==> config.mk <==
export PLATFORM = sky130hd
export DESIGN_NAME = fifo_ctrl
export DESIGN_NICKNAME = d
export VERILOG_FILES = /design/src/rtl/fifo_ctrl.sv
export SDC_FILE = /design/constraint.sdc
export NUM_CORES = 1
export LEC_CHECK = 0
export ABC_CLOCK_PERIOD_IN_PS = 2500
export CAP_MARGIN = 30
export CORE_UTILIZATION = 47
export CTS_CLUSTER_SIZE = 40
export DETAILED_ROUTE_END_ITERATION = 10
export DONT_BUFFER_PORTS = 1
export GPL_ROUTABILITY_DRIVEN = 0
export GPL_TIMING_DRIVEN = 0
export SYNTH_ARGS = -nofsm -noshare
export SYNTH_HDL_FRONTEND = slang
export SYNTH_SLANG_ARGS = --single-unit
==> constraint.sdc <==
create_clock -name clk -period 2.5 [get_ports clk]
set_input_delay 0.5 -clock clk [delete_from_list [all_inputs] [get_ports clk]]
set_output_delay 0.5 -clock clk [all_outputs]
set_load 0.01 [all_outputs]
==> src/rtl/fifo_ctrl.sv <==
// fifo_ctrl: pointer, occupancy and status-flag controller for an 8 x 10-bit
// dual-port FIFO memory. It carries no data. It drives the memory addresses and
// enables, and it produces a read-valid strobe aligned with the memory's
// registered read data.
module fifo_ctrl #(
    parameter int MEM_LENGTH = 8,
    parameter int ADDR_WIDTH = 4,
    parameter int CNT_WIDTH  = 4
) (
    input  logic                  clk,
    input  logic                  reset_L,
    input  logic                  push,
    input  logic                  pop,
    input  logic [CNT_WIDTH-1:0]  umbral_full,
    input  logic [CNT_WIDTH-1:0]  umbral_empty,
    output logic [ADDR_WIDTH-1:0] write_addr,
    output logic [ADDR_WIDTH-1:0] read_addr,
    output logic                  write_enable,
    output logic                  read_enable,
    output logic                  valid_out,
    output logic [CNT_WIDTH-1:0]  count,
    output logic                  full,
    output logic                  empty,
    output logic                  almost_full,
    output logic                  almost_empty,
    output logic                  error
);

    logic [ADDR_WIDTH-1:0] wr_ptr;
    logic [ADDR_WIDTH-1:0] rd_ptr;
    logic [CNT_WIDTH-1:0]  cnt;
    logic [CNT_WIDTH-1:0]  cnt_next;
    logic                  rd_vld_p1;
    logic                  err_q;

    // Advance a pointer by one slot, wrapping from the last entry back to 0.
    function automatic logic [ADDR_WIDTH-1:0] ptr_inc(input logic [ADDR_WIDTH-1:0] p);
        if (p == ADDR_WIDTH'(MEM_LENGTH - 1))
            return '0;
        else
            return p + ADDR_WIDTH'(1);
    endfunction

    // Flags decode from the registered count only. The enables therefore never
    // depend on the same-cycle decision of the other request.
    assign full         = (cnt == CNT_WIDTH'(MEM_LENGTH));
    assign empty        = (cnt == '0);
    assign almost_full  = (cnt >= umbral_full);
    assign almost_empty = (cnt <= umbral_empty);

    // Gating with reset_L keeps the memory quiet while reset is held.
    assign write_enable = push & ~full  & reset_L;
    assign read_enable  = pop  & ~empty & reset_L;

    assign write_addr = wr_ptr;
    assign read_addr  = rd_ptr;
    assign count      = cnt;
    assign valid_out  = rd_vld_p1;
    assign error      = err_q;

    // Occupancy next-state. A simultaneous push and pop leaves the count unchanged.
    always_comb begin
        cnt_next = cnt;
        case ({write_enable, read_enable})
            2'b10:   cnt_next = cnt + CNT_WIDTH'(1);
            2'b01:   cnt_next = cnt - CNT_WIDTH'(1);
            default: cnt_next = cnt;
        endcase
    end

    // Write pointer advances on every accepted push.
    always_ff @(posedge clk or negedge reset_L) begin
        if (!reset_L)
            wr_ptr <= '0;
        else if (write_enable)
            wr_ptr <= ptr_inc(wr_ptr);
    end

    // Read pointer advances on every accepted pop.
    always_ff @(posedge clk or negedge reset_L) begin
        if (!reset_L)
            rd_ptr <= '0;
        else if (read_enable)
            rd_ptr <= ptr_inc(rd_ptr);
    end

    // Occupancy counter register.
    always_ff @(posedge clk or negedge reset_L) begin
        if (!reset_L)
            cnt <= '0;
        else
            cnt <= cnt_next;
    end

    // Read-valid strobe: the memory registers read data at the edge that accepts
    // the pop, so the word is on the memory output one cycle later.
    always_ff @(posedge clk or negedge reset_L) begin
        if (!reset_L)
            rd_vld_p1 <= 1'b0;
        else
            rd_vld_p1 <= read_enable;
    end

    // Sticky error flag for a push while full or a pop while empty. It is
    // cleared only by reset.
    always_ff @(posedge clk or negedge reset_L) begin
        if (!reset_L)
            err_q <= 1'b0;
        else if ((push & full) | (pop & empty))
            err_q <= 1'b1;
    end

endmodule

==> reports/results.ini, run 1 <==
[grt]
grt-ovfl-total = 0
grt_max_degree = 15
track_usage = 0.155
gr-usage-met3 = 0.0784
use_met2 = 0.239
grt_pass1_wl_mm = 2.32
antenna_found_initial = 0
grt_pass1_vias = 566
grt.busiest_layer = met2
grt_use_met1 = 0.184

[setup_path]
reg2reg_depth = 8
critical_path_buf_inv_count = 0
cp.arrival_ps = 2590
slowest_delay_ps = 510
cp_top_family = simple AND/OR/NAND/NOR gates
cp.depth = 8
path_class = reg2reg
cp.required_ps = 2710
path_max_fanout = 8
r2r-start = count[1]
path_cells = nor4_4 > nor2_4 > ha_1 > ha_1 > a21oi_1 > a21oi_1 > nor3_1 > xor2_1
critPathLaunchType = register
critPathSlowestCell = dfrtp_2
critPathCaptureType = register
startpoint = count[1]

[sta]
relSlewSlack = 0.568
layout_min_cycle_time_ps = 2390
setup_viol = 0
finalClockSkew_ps = 5.24
tightest_slew_ps = 645
final.setup.tns_ps = 0
slew_violations = 0
fmax_ghz = 0.419
period_share = 0.954
rsz0062_at_grt = false
fin_hold_ws_ps = 427
hold_violations = 0

[detailed_routing]
drc_errors = 0
via_count = 636
drtIter0Drc = 2
finalWirelength_mm = 1.48
wl_per_cell_um = 12.3
ant_nets = 0
first_pass_iters = 3
viasPerCell = 5.30

[status]
outcome = finished clean

[logic_synthesis]
syn-cell-area_um2 = 927
yosys.area.top_type_share = 0.378
yosys.area.top_type = dfrtp_1
synth_common_cells = dfrtp_1 (14), inv_1 (14), ha_1 (13), nand2_1 (8)
yosys-top-cells-area = dfrtp_1 (38%), ha_1 (18%), inv_1 (5.7%)
async_reset_ff_frac = 1.00
syn_area_per_cell_um2 = 10.3
synth_cell_types = 24
ys_warn_count = 0
synth_cells = 90
synth_edf_count = 0
synth_flop_cell = dfrtp_1
syn-num-nets = 116
ys_seq_elements = 14
ys_seq_area_frac = 0.378

[min_path]
hp-start = pop
hold_depth = 2
hp-class = in2reg

[clock_tree]
clkSinkCount = 14
cts.path.max_buffers = 2
clk_pin_slew_ps = 90
cts_tree = done
postCtsSetupRepairBufs = 0
numCtsBuffers = 3
clkLatencyLatePin_ps = 280
cts-root-buf = clkbuf_4
htree_levels = 1

[power]
p_leak_uw = 0.000469
powerDensity_nw_per_um2 = 1180
power_uw = 1190
ir_worst_vdd_mv = 0.492

[place]
place_hpwl_mm = 1.11
numPortBuffers = 0

[final_layout]
antenna_cells = 0
fillers = 162
nets = 122
areaGrowthSynthToFinish_pct = 8.77
drive_gt1_frac = 0.168

[die]
die_area_um2 = 2150
start_util = 0.520
die_y_um = 46.4
core_area_um2 = 1780
die_w_um = 46.4
rows = 15
num_io_pins = 32

[job]
max_cap_viol_count = 0

[final cells by class]
class,instances,area [µm²],area share
inverter,14,52.6,0.0521
multi-input combinational,62,524,0.520
sequential,14,354,0.351
timing repair buffer,1,10.0,0.00993
clock buffer,4,36.3,0.0360
tap,25,31.3,0.0310
[report_power, final]
part	switching, µW	leakage, µW	internal, µW
clock network	72.1	0.0000210	88.5
registers	228	0.000162	334
logic	236	0.000286	228
[state kept, by name, summed over array words and instances, names as in the netlist]
name and count:
valid_out 1, read_addr 4, write_addr 4, count 4, error 1
[kinds of logic (layout without fill, tap and decap cells)]
group	Yosys count	after routing	share of synthesized area
xor gates and xnor gates	5	5	0.0472
and+or+nand+nor	21	21	0.134
DFF	14	14	0.378
muxes	7	7	0.0850
AOI/OAI and AO/OA	15	15	0.103
buffers and inverters	14	19	0.0567
adders and majority gates	14	14	0.197
[per-layer routing]
layer,part of all wire,wire length (µm),up-vias
met4,0.0041,6,0
met3,0.066,98,2
met5,0,0,-
met2,0.47,697,20
met1,0.46,675,298
li1,-,-,316
[cell usage in the layout, fill, tap and decap left out]
| cell type | n |
|---|---|
| dfrtp_1 | 11 |
| mux2_2 | 3 |
| mux2_1 | 4 |
| xnor2_1 | 3 |
| ha_1 | 13 |
| inv_1 | 14 |
| a21oi_1 | 5 |
| nor3_2 | 1 |
| clkbuf_8 | 1 |
| clkbuf_4 | 3 |
| and2_2 | 1 |
| o21ai_0 | 5 |
| a21o_2 | 1 |
| a21boi_0 | 1 |
| nand3_1 | 1 |
| xor2_1 | 2 |
| dlygate4sd3_1 | 1 |
| nor3_1 | 1 |
| a31oi_1 | 2 |
| dfrtp_2 | 3 |
| a21oi_4 | 1 |
| fa_1 | 1 |
| nand2_1 | 8 |
| nand4_1 | 2 |
| and3_1 | 1 |
| nor2_1 | 4 |
| nor2_4 | 1 |
| nor4_4 | 1 |
[metrics by stage]
step	utilization	cell area (µm²)	instances	worst slack, ps
final	0.566	1010	120	115
after global routing	0.566	1010	120	7.77
after CTS	0.564	1000	120	37.7
after detailed placement	0.538	958	115	59.2
after global placement	0.538	958	115	93.2
after floorplan	-	927	90	263
[timing repair]
action	CTS	global route
endpoints found under the hold margin	14	0
gates resized for setup	0	3
endpoints found under the setup margin	0	2
hold buffers	1	0
[path summary, 6_finish.rpt]
path / to / slack [ps]
max reg2reg: count[3] / 110
max in group asynchronous: count[2] / 1360
max: count[3] / 110
min in group asynchronous: error / 680
min reg2reg: error / 540
min: valid_out / 430
Power figures use the tool's default switching activity.
==> run 2, diff against run 1 <==
--- a/config.mk
+++ b/config.mk
@@ -13,6 +13,7 @@
 export DONT_BUFFER_PORTS = 1
 export GPL_ROUTABILITY_DRIVEN = 0
 export GPL_TIMING_DRIVEN = 0
+export SETUP_SLACK_MARGIN = 0.3
 export SYNTH_ARGS = -nofsm -noshare
 export SYNTH_HDL_FRONTEND = slang
 export SYNTH_SLANG_ARGS = --single-unit
==> reports/results.ini, run 2 (same netlist as run 1, synthesis figures left out) <==
[clock_tree]
clk_pin_slew_ps = 90
cts.path.max_buffers = 2
htree_levels = 1
cts_tree = done
cts-root-buf = clkbuf_4
clkLatencyLatePin_ps = 280
postCtsSetupRepairBufs = 0
numCtsBuffers = 3
clkSinkCount = 14

[setup_path]
critPathSlowestCell = dfrtp_2
path_cells = nor4_4 > nor2_4 > ha_4 > ha_4 > nand3_1 > and3_1 > nor3_2 > xor2_1
slowest_delay_ps = 500
cp.required_ps = 2710
critical_path_buf_inv_count = 0
cpMostUsedCell = ha_4
critPathCaptureType = register
cp_top_family = simple AND/OR/NAND/NOR gates
path_max_fanout = 8
critPathLaunchType = register
path_class = reg2reg
cp.arrival_ps = 2410

[die]
start_util = 0.520
die_w_um = 46.4
num_io_pins = 32
die_y_um = 46.4
die_area_um2 = 2150
core_area_um2 = 1780
rows = 15

[grt]
gr-usage-met3 = 0.0627
grt_pass1_wl_mm = 2.40
grt.busiest_layer = met2
antenna_found_initial = 0
use_met2 = 0.264
grt_max_degree = 15
grt_pass1_vias = 572
track_usage = 0.159
grt_use_met1 = 0.193
grt-ovfl-total = 0

[sta]
finalClockSkew_ps = 10.5
rsz0062_at_grt = true
setup_viol = 0
fmax_ghz = 0.453
period_share = 0.882
hold_violations = 0
setup_slack_ps = 294
tightest_slew_ps = 638
final.setup.tns_ps = 0
relSlewSlack = 0.573
slew_violations = 0
layout_min_cycle_time_ps = 2210

[power]
clock_power_share = 0.108
internal_power_uw = 650
p_leak_uw = 0.000463
ir_worst_vdd_mv = 0.636
power_frac_comb = 0.420
pwr-share-seq = 0.472
p_sw_frac = 0.460
p_sw_uw = 554
powerDensity_nw_per_um2 = 1170

[place]
place_hpwl_mm = 1.17
numPortBuffers = 0
pre_cts_ws_ps = 127

[job]
max_cap_viol_count = 0

[detailed_routing]
first_pass_iters = 3
drtIter0Drc = 3
wl_per_cell_um = 12.8
finalWirelength_mm = 1.53
viasPerCell = 5.25
ant_nets = 0
drc_errors = 0
via_count = 630

[final_layout]
final_util = 0.580
areaGrowthSynthToFinish_pct = 11.5
mostFrequentLayoutCell = inv_1
drive_gt1_frac = 0.211
layout_common_cells = inv_1 (14), ha_1 (11), dfrtp_1 (10)
nets = 122
antenna_cells = 0
fillers = 157

[status]
outcome = finished clean

[min_path]
hp-class = in2reg

run 2: cell counts in the layout (fill, tap and decap cells not counted):
Identical to the previous run, type by type.
run 2: power by group through the flow:
stage | Clock [µW] | Sequential, µW | Combinational [µW]
after global placement | 0 | 567 | 445
after global routing | 150 | 597 | 585
after floorplan | 0 | 526 | 401
after detailed placement | 0 | 571 | 469
final | 130 | 569 | 506
after CTS | 140 | 576 | 499
run 2: per-layer routing:
metal | up-vias | share of wire
li1 | 320 | -
met4 | 0 | 0
met2 | 18 | 0.51
met5 | - | 0
met3 | 0 | 0.054
met1 | 292 | 0.44
run 2: through the flow:
step | instance area [µm²] | cells | hold slack [ps] | power (µW)
after floorplan | 928 | 90 | 204 | 927
after global placement | 960 | 115 | 205 | 1010
after detailed placement | 960 | 115 | 205 | 1040
after CTS | 1020 | 120 | 430 | 1210
after global routing | 1030 | 120 | 427 | 1330
final | 1030 | 120 | 441 | 1200
run 2: what timing repair did:
item	4_1_cts	5_1_grt
pin swaps	2	2
endpoints found under the hold margin	14	0
hold buffers	1	0
setup endpoints to repair	3	4
resized for setup	7	2
run 2: final timing paths:
kind | startpoint | endpoint | slack, ps | cells after the start
min reg2reg | error | error | 530 | 1
min | pop | valid_out | 440 | 2
max reg2reg | count[1] | count[3] | 290 | 8
max | count[1] | count[3] | 290 | 8
max in group asynchronous | reset_L | count[2] | 1360 | 1
min in group asynchronous | reset_L | error | 680 | 1
run 2: area by class of cell:
class	count	area, µm²	area share
Timing Repair Buffer	1	10.0	0.00969
Inverter	14	52.6	0.0508
Sequential cell	14	355	0.344
Multi-Input combinational cell	62	558	0.540
Tap cell	25	31.3	0.0303
Clock buffer	4	26.3	0.0254
